## config.mk

```make
export PLATFORM = sky130hd
export DESIGN_NAME = instr_fetch
export DESIGN_NICKNAME = d
export VERILOG_FILES = /design/src/rtl/cpu_fetch_pkg.sv /design/src/rtl/fetch_buffer.sv /design/src/rtl/instr_fetch.sv
export SDC_FILE = /design/constraint.sdc
export NUM_CORES = 1
export LEC_CHECK = 0
export CORE_ASPECT_RATIO = 1.75
export CORE_MARGIN = 1.5
export CORE_UTILIZATION = 50
export DETAILED_ROUTE_END_ITERATION = 8
export PLACE_DENSITY = 0.9
export SLEW_MARGIN = 5
export SYNTH_ARGS = -nofsm -noshare
export SYNTH_HDL_FRONTEND = slang
export SYNTH_SLANG_ARGS = --single-unit
```

## constraint.sdc

```tcl
create_clock -name clk -period 14.65 [get_ports clk]
set_input_delay 2.93 -clock clk [delete_from_list [all_inputs] [get_ports clk]]
set_output_delay 2.93 -clock clk [all_outputs]
set_load 0.1 [all_outputs]
```

## src/rtl/cpu_fetch_pkg.sv

```systemverilog
// Shared types and constants for the instruction-fetch front end.
package cpu_fetch_pkg;

  localparam int unsigned XLEN        = 32;
  localparam int unsigned INSTR_BYTES = 4;

  // Canonical RISC-V NOP (addi x0, x0, 0).
  localparam logic [XLEN-1:0] NOP = 32'h0000_0013;

  // One prefetch-buffer entry: the fetch address and the word returned for it.
  typedef struct packed {
    logic [XLEN-1:0] pc;
    logic [XLEN-1:0] instr;
  } fetch_entry_t;

  typedef enum logic [1:0] {
    FETCH = 2'd0,
    STALL = 2'd1,
    HALT  = 2'd2
  } fetch_state_e;

endpackage

```

## src/rtl/fetch_buffer.sv

```systemverilog
// Prefetch buffer: synchronous FIFO of fetch entries with flush.
//   clk, reset   : clock, synchronous active-high reset
//   push, wdata  : write an entry (accepted when not full, or full with a pop)
//   pop          : drop the head entry (ignored when empty)
//   flush        : discard all entries; wins over push and pop
//   rdata        : head entry (meaningful only when not empty)
//   full, empty  : occupancy flags decoded from the entry count
module fetch_buffer
  import cpu_fetch_pkg::*;
#(
  parameter int unsigned DEPTH = 2
) (
  input  logic         clk,
  input  logic         reset,
  input  logic         push,
  input  logic         pop,
  input  logic         flush,
  input  fetch_entry_t wdata,
  output fetch_entry_t rdata,
  output logic         full,
  output logic         empty
);

  localparam int unsigned PTR_W = (DEPTH > 1) ? $clog2(DEPTH) : 1;
  localparam int unsigned CNT_W = $clog2(DEPTH + 1);

  fetch_entry_t     mem [DEPTH];
  logic [PTR_W-1:0] wr_ptr;
  logic [PTR_W-1:0] rd_ptr;
  logic [CNT_W-1:0] cnt;
  logic             push_ok;
  logic             pop_ok;

  assign full  = (cnt == CNT_W'(DEPTH));
  assign empty = (cnt == '0);

  // A full buffer still accepts a write when the head leaves in the same cycle.
  assign pop_ok  = pop & ~empty;
  assign push_ok = push & (~full | pop_ok);

  assign rdata = mem[rd_ptr];

  // Pointers and count; DEPTH is a power of two so pointers wrap naturally.
  always_ff @(posedge clk) begin
    if (reset || flush) begin
      wr_ptr <= '0;
      rd_ptr <= '0;
      cnt    <= '0;
    end else begin
      if (push_ok) wr_ptr <= wr_ptr + PTR_W'(1);
      if (pop_ok)  rd_ptr <= rd_ptr + PTR_W'(1);
      cnt <= cnt + CNT_W'(push_ok) - CNT_W'(pop_ok);
    end
  end

  // Entry storage needs no reset; occupancy is tracked by cnt.
  always_ff @(posedge clk) begin
    if (!reset && !flush && push_ok) mem[wr_ptr] <= wdata;
  end

endmodule

```

## src/rtl/instr_fetch.sv

```systemverilog
// Instruction-fetch front end: owns the fetch PC, reads the zero-latency
// instruction memory and queues words in a prefetch buffer for decode.
//   clk, reset                : clock, synchronous active-high reset
//   fetch_en                  : allow fetching (buffer drains regardless)
//   imem_addr / imem_data     : word address out, instruction word back same cycle
//   redirect_valid/_pc        : control-transfer target; flushes the buffer
//   inst_valid/_ready         : decode handshake on the buffer head
//   inst_data / inst_pc       : head word and its PC, zero when empty
module instr_fetch
  import cpu_fetch_pkg::*;
#(
  parameter logic [31:0] RESET_PC  = 32'h0000_0000,
  parameter int unsigned BUF_DEPTH = 2
) (
  input  logic        clk,
  input  logic        reset,
  input  logic        fetch_en,
  output logic [31:0] imem_addr,
  input  logic [31:0] imem_data,
  input  logic        redirect_valid,
  input  logic [31:0] redirect_pc,
  output logic        inst_valid,
  input  logic        inst_ready,
  output logic [31:0] inst_data,
  output logic [31:0] inst_pc
);

  localparam logic [31:0] ALIGN_MASK = ~32'(INSTR_BYTES - 1);

  logic [31:0]  fetch_pc;
  fetch_state_e state_q;
  fetch_state_e state_d;
  fetch_entry_t wr_entry;
  fetch_entry_t head;
  logic         buf_full;
  logic         buf_empty;
  logic         pop_c;
  logic         push_c;

  assign imem_addr  = fetch_pc;
  assign inst_valid = ~buf_empty;
  assign inst_data  = buf_empty ? '0 : head.instr;
  assign inst_pc    = buf_empty ? '0 : head.pc;

  assign pop_c  = inst_valid & inst_ready;
  assign push_c = fetch_en & ~redirect_valid & (~buf_full | pop_c);

  assign wr_entry = '{pc: fetch_pc, instr: imem_data};

  fetch_buffer #(
    .DEPTH(BUF_DEPTH)
  ) u_buf (
    .clk   (clk),
    .reset (reset),
    .push  (push_c),
    .pop   (pop_c),
    .flush (redirect_valid),
    .wdata (wr_entry),
    .rdata (head),
    .full  (buf_full),
    .empty (buf_empty)
  );

  // Fetch PC: reset > redirect (aligned) > sequential advance on push.
  always_ff @(posedge clk) begin
    if (reset) begin
      fetch_pc <= RESET_PC & ALIGN_MASK;
    end else if (redirect_valid) begin
      fetch_pc <= redirect_pc & ALIGN_MASK;
    end else if (push_c) begin
      fetch_pc <= fetch_pc + 32'(INSTR_BYTES);
    end
  end

  // FSM state register.
  always_ff @(posedge clk) begin
    if (reset) state_q <= FETCH;
    else       state_q <= state_d;
  end

  // FSM next-state: mirrors buffer occupancy and fetch enable for visibility.
  always_comb begin
    state_d = state_q;
    case (state_q)
      FETCH: begin
        if (!fetch_en)              state_d = HALT;
        else if (buf_full && !pop_c) state_d = STALL;
      end
      STALL: begin
        if (pop_c)          state_d = FETCH;
        else if (!fetch_en) state_d = HALT;
      end
      HALT: begin
        if (fetch_en) state_d = FETCH;
      end
      default: state_d = FETCH;
    endcase
    if (redirect_valid) state_d = FETCH;
  end

endmodule

```

==> impl_results.md, run 1 <==
* Status: finished, final reports clean
* Clock Latency Late Sink at 0.40 ns
* Mapped Cells at 506
* Nets at 730
* Reg clk slew, reported paths at 0.06 ns
* Die ar. at 14010 µm²
* Post-DP HPWL at 9817 µm
* Hold/Removal Path Class: reg -> reg
* Most frequent cells in the layout: clkdlybuf4s50_1, edfxtp_1, nor2_1
* Post-synthesis sequential area ratio at 66.63%
* Post-Syn Area per Cell at 13.12 µm²
* Number of remaining DRC errors at 0
* Post-CTS setup buffers at 0
* Horiz. Die Dim at 90.12 µm
* Clock Path Buffers at 2
* Vias at 4492
* Slew margin rel. at 27.47%
* Combinational cell fraction of total power at 18.8%
* Switch share at 29.28%
* Initial Util at 51.32%
* Crit-path max cell delay at 1.17 ns
* Routed len/inst at 17.66 µm
* GPL Wtd Cong at 0.9268
* Vias in the first global route at 4641
* TritonCTS Buffers at 17
* IO Pins at 166
* Post-placement cell count at 811
* Sw power at 0.3499 mW
* Worst endpoint required time at 11.72 ns
* Final Max Slew Viols at 0
* Critical path capture point type: output pin
* CTS tree: yes
* Share of power burned in registers at 43.2%
* Setup WS post-layout at 8.717 ns
* Commonest non-fill, non-tap cell in the layout: clkdlybuf4s50_1
* Final ANT Viol Nets at 0
* Netlist cell types at 42
* DIE HEIGHT at 155.5 µm
* # setup viols final at 0
* Core ar. at 12940 µm²
* Grt ovf at 0
* Pwr Density at 132.8 nW/µm²
* Initial antenna violation count at 0
* 1st-pass router iterations at 4
* Slowest CP cell: clkdlybuf4s50_1
* DR iter-0 viols at 256
* CTS sink cnt at 159
* Fillcell total at 914
* Seq cells post-synth at 159
* Min Tclk post-route at 5.933 ns
* Critical Setup Path Class: reg -> out
* Synth async-reset ratio at 0%
* TNS Setup at 0 ns
* DR vias/cell at 5.329
* Predominant post-synthesis flop cell: edfxtp_1
* Place WS at 8.694 ns
* Pwr Total at 1.195 mW
* Largest net degree at the start of global routing at 63
* EDFF count, synth at 124
* Resized cells post-CTS at 0
* Peak VDD IR at 0.00007832 V
* DRT Wirelength at 14890 µm
* Syn. warnings at 0
* Row cnt at 55
* Max Fclk at 0.1686 GHz
* H-tree Lvls at 4
* # Max-Cap Violations at 0
* Clock share of power at 38.0%
* Final clock skew at 0.007670 ns
* Slew of the pin with the lowest slew margin at 1.088 ns
* Non-Filler Instances at 843
* Post-CTS Hold Fix Bufs at 0
* Final Cycle Share at 40.50%
* PortBufs at 159
* RSZ-0062 raised after global routing: no
* Area Overhead vs Synth at 35.48%
* Post-synthesis cell area at 6640 µm²
* Ordered cell list for the critical path: mux2i_1 -> nor2_1 -> clkdlybuf4s50_1
* Startpoint Class: flop
* Global-route wire length before repair at 23380 µm
* ANT cells at 0
* Hold Fails Final Rpt at 0
* Ratio of cells with drive above 1 in the final layout at 7.589%
* CP arrival at 3.00 ns
* Crit Path Max Fanout at 62
* Leak at 2.882 nW
* Clk root buf: clkbuf_16
* Total Routing Usage GR at 21.40%
* Internal power at 0.8451 mW
cell usage after synthesis, types with 7 or more instances:
master / n / share of area [%]
nand2_1: 25 / 1.4
edfxtp_1: 124 / 56
dfxtp_1: 35 / 11
nand4_1: 9 / 0.85
xnor2_1: 24 / 3.2
a211oi_1: 13 / 1.5
nor2_1: 84 / 4.7
nor3_1: 10 / 0.75
clkbuf_1: 22 / 1.2
and2_1: 10 / 0.94
a31oi_1: 7 / 0.66
mux2i_1: 63 / 9.5
critical path, delay by kind of cell (launching register included):
kind                   cells  cell delay, ns
multiplexers               1            0.17
buffers and inverters      1            1.17
flip-flops                 1            1.07
AND/OR/NAND/NOR            1            0.15
final timing paths:
path | startpoint | endpoint | slack (ns) | cells after the start
setup / recovery | flop | inst_data[20] | 8.72 | 3
hold / removal | imem_addr[2] | u_buf.mem[0][34] | 0.55 | 0
setup reg to reg | u_buf.cnt[1] | u_buf.mem[0][37] | 11.68 | 5
hold reg to reg | imem_addr[2] | u_buf.mem[0][34] | 0.55 | 0
power groups by stage:
stage / Combinational, mW / Clock (mW) / Sequential (mW)
finish: 0.225 / 0.454 / 0.516
global placement: 0.222 / 0 / 0.524
floorplan: 0.127 / 0 / 0.559
global route: 0.233 / 0.479 / 0.518
CTS: 0.226 / 0.459 / 0.516
detailed placement: 0.225 / 0 / 0.525
cell families (layout without fill, tap and decap cells):
family          count (synthesis)  count (layout)  share of synthesized area, %
simple gates                  171             171                         12.62
flops                         159             159                         66.63
mux                            63              63                         9.497
compound gates                 40              40                         4.240
buf+inv                        40             203                         2.619
xor+xnor                       30              30                         3.957
fa+ha+maj                       2               2                        0.3768
other cells                     1               4                       0.05647
metrics by stage:
step / utilization [%] / area (µm²) / hold WS [ns]
2_1_floorplan: - / 6651 / 0.5202
3_3_place_gp: 64.75 / 8377 / 0.5198
3_5_place_dp: 64.75 / 8377 / 0.5416
4_1_cts: 69.54 / 8996 / 0.5498
5_1_grt: 69.54 / 8996 / 0.5581
6_report: 69.54 / 8996 / 0.5516
routing by layer:
layer  vias to the layer above  track usage (%)  share of wire (%)  wire [µm]
met1                      2161            23.83                 39       5799
li1                       2139                -                  -          -
met5                         -                0                  0          0
met3                        28            4.057                4.2        628
met4                         0            10.13                3.0        441
met2                       164            39.03                 54       8017
flip-flops by register name (all words and copies together) (netlist names), named ones only:
name          cells
u_buf.wr_ptr      1
u_buf.mem       124
u_buf.rd_ptr      1
u_buf.cnt         2
imem_addr        30
final cells by class:
class                           count  area [µm²]  area share [%]
Tap cell                          171       214.0           2.378
Timing Repair Buffer              165        1637           18.19
Clock buffer                       18       429.2           4.771
Sequential cell                   159        4428           49.22
Multi-Input combinational cell    310        2076           23.07
Inverter                            6       22.52          0.2503
Clock inverter                     14       190.2           2.114
Note: power is estimated with default switching activity, not from simulation.
==> inputs of run 2 (changes only) <==
- CORE_UTILIZATION: 50 -> 44
- PLACE_DENSITY: 0.9 -> 0.85
- clock period: 14.65 -> 4.85 ns (I/O delays scaled with it)
==> impl_results.md, run 2 (synthesis gave the netlist of run 1 again) <==
* Global-route wire length before repair at 22920 µm (-2.0%)
* IO Pins at 166 (unchanged)
* Ordered cell list for the critical path: mux2i_1 -> nor2_1 -> clkdlybuf4s50_1
* Vias at 4507 (+0.33%)
* Hold/Removal Path Class: reg -> reg
* H-tree Lvls at 4 (unchanged)
* Largest Register: u_buf.mem
* Final Max Slew Viols at 0 (unchanged)
* Largest net degree at the start of global routing at 63 (unchanged)
* CTS sink cnt at 159 (unchanged)
* Reg clk slew, reported paths at 0.06 ns (about the same)
* Ratio of cells with drive above 1 in the final layout at 8.593% (+1.0 points)
* Fillcell total at 1123 (+23%)
* Core ar. at 14840 µm² (+15%)
* Pwr Density at 399.0 nW/µm² (+200%)
* Crit Path Max Fanout at 62 (unchanged)
* Die ar. at 15870 µm² (+13%)
* Worst endpoint required time at 3.88 ns (-7.84 ns)
* Initial antenna violation count at 0 (unchanged)
* Setup WS post-layout at 0.8396 ns (-7.877 ns)
* Max Fclk at 0.2494 GHz
* # Max-Cap Violations at 0 (unchanged)
* Dpl cell area at 8419 µm² (+0.51%)
* Horiz. Die Dim at 95.86 µm (+6.4%)
* Initial Util at 44.75% (-6.6 points)
* R2R Setup Slk at 2.03 ns (-9.65 ns)
* Pwr Total at 3.604 mW (+200%)
* CTS tree: yes
* Critical path capture point type: output pin
* 1st-pass router iterations at 5 (+1)
* Nets at 733 (+0.41%)
* Number of remaining DRC errors at 0 (unchanged)
* Routed len/inst at 17.75 µm (+0.51%)
* Peak VDD IR at 0.0002641 V (+240%)
* Grt ovf at 0 (unchanged)
* Slew margin rel. at 29.08% (+1.6 points)
* # setup viols final at 0 (unchanged)
* Commonest non-fill, non-tap cell in the layout: clkdlybuf4s50_1
* RSZ-0062 raised after global routing: no
* TritonCTS Buffers at 17 (unchanged)
* Post-CTS setup buffers at 0 (unchanged)
* Final ANT Viol Nets at 0 (unchanged)
* Finished Cell Area at 9032 µm² (+0.40%)
* GPL Wtd Cong at 0.9147 (-1.3%)
* CP arrival at 3.04 ns (+0.04 ns)
* Post-CTS Hold Fix Bufs at 0 (unchanged)
* Max reg flops at 124 (unchanged)
* DIE HEIGHT at 165.5 µm (+6.5%)
* Total Routing Usage GR at 19.49% (-1.9 points)
* Slew of the pin with the lowest slew margin at 1.064 ns (-0.02421 ns)
* ANT cells at 0 (unchanged)
* Hold Fails Final Rpt at 0 (unchanged)
* Slowest CP cell: clkdlybuf4s50_1
* DR iter-0 viols at 214 (-16%)
* TNS Setup at 0 ns (unchanged)
* Min Hold Slack at 0.5521 ns (+0.0004270 ns)
* Worst Path Buf+Inv at 1 (unchanged)
* Crit-path max cell delay at 1.21 ns (+0.04 ns)
* PortBufs at 159 (unchanged)
* Post-DP HPWL at 10480 µm (+6.8%)
* DRT Wirelength at 15230 µm (+2.3%)
* Min Tclk post-route at 4.010 ns
* Post-placement cell count at 826 (+1.8%)
* Clock Path Buffers at 2 (unchanged)
* DR vias/cell at 5.253 (-1.4%)
* Startpoint Class: flop
* Cell family with most CP delay: buffers and inverters
* Clock Latency Late Sink at 0.41 ns (about the same)
* Final Cycle Share at 82.69%
* Area Overhead vs Synth at 36.03%
* Row cnt at 59 (+7.3%)
* Core Util, Final at 60.87% (-8.7 points)
* Leak at 2.917 nW (+1.2%)
* Resized cells post-CTS at 0 (unchanged)
* Most frequent cells in the layout: clkdlybuf4s50_1, edfxtp_1, nor2_1
* Vias in the first global route at 4583 (-1.2%)
* Critical Setup Path Class: reg -> out
* Status: finished, final reports clean
* Non-Filler Instances at 858 (+1.8%)
* Place WS at 0.9966 ns (-7.698 ns)
* Final clock skew at 0.01075 ns (+0.003080 ns)
* Clk root buf: clkbuf_16
run 2: cell types whose count changed in the layout (fill, tap and decap cells not counted), sizes merged:
cell,change
clkdlybuf4s50,-3
inv,+1
clkbuf,-1
bufinv,-1
clkinv,+5
clkinvlp,-4
buf,+6
run 2: layer usage:
metal	vias up	share of wire, %	global-route usage (%)
met2	148	56	35.79
met4	0	3.1	10.16
li1	2145	-	-
met1	2185	37	20.31
met3	29	3.9	3.892
met5	-	0	0
run 2: cell type report:
type / count / area (µm²) / area share [%]
inverter: 6 / 22.52 / 0.2493
sequential: 159 / 4428 / 49.02
multi-input combinational: 310 / 2076 / 22.98
tap: 183 / 229.0 / 2.535
clock buffer: 17 / 425.4 / 4.710
timing repair buffer: 168 / 1664 / 18.42
clock inverter: 15 / 187.7 / 2.078
run 2: worst register-to-register path, stage by stage (launching register included):
cell and delay, ns:
dfxtp_1 0.39, or3b_1 0.27, nand2_1 0.08, buf_4 0.21, or3_1 0.55, nor2_4 0.63
buf_12 0.33
run 2: path summary, 6_finish.rpt:
kind / to / startpoint / depth (start not counted)
worst max-delay path: inst_pc[31] / flop / 3
worst min-delay path: u_buf.mem[0][62] / imem_addr[30] / 0
worst max register to register: u_buf.mem[1][14] / u_buf.cnt[0] / 6
worst min register to register: u_buf.mem[0][62] / imem_addr[30] / 0
run 2: power breakdown:
part           leakage [nW]  internal [mW]  total (mW)  switching, mW
Sequential             1.42           1.51        1.56         0.0487
Clock                 0.303          0.820        1.36          0.542
Combinational          1.19          0.181       0.682          0.501
Total                  2.92           2.51        3.60           1.09
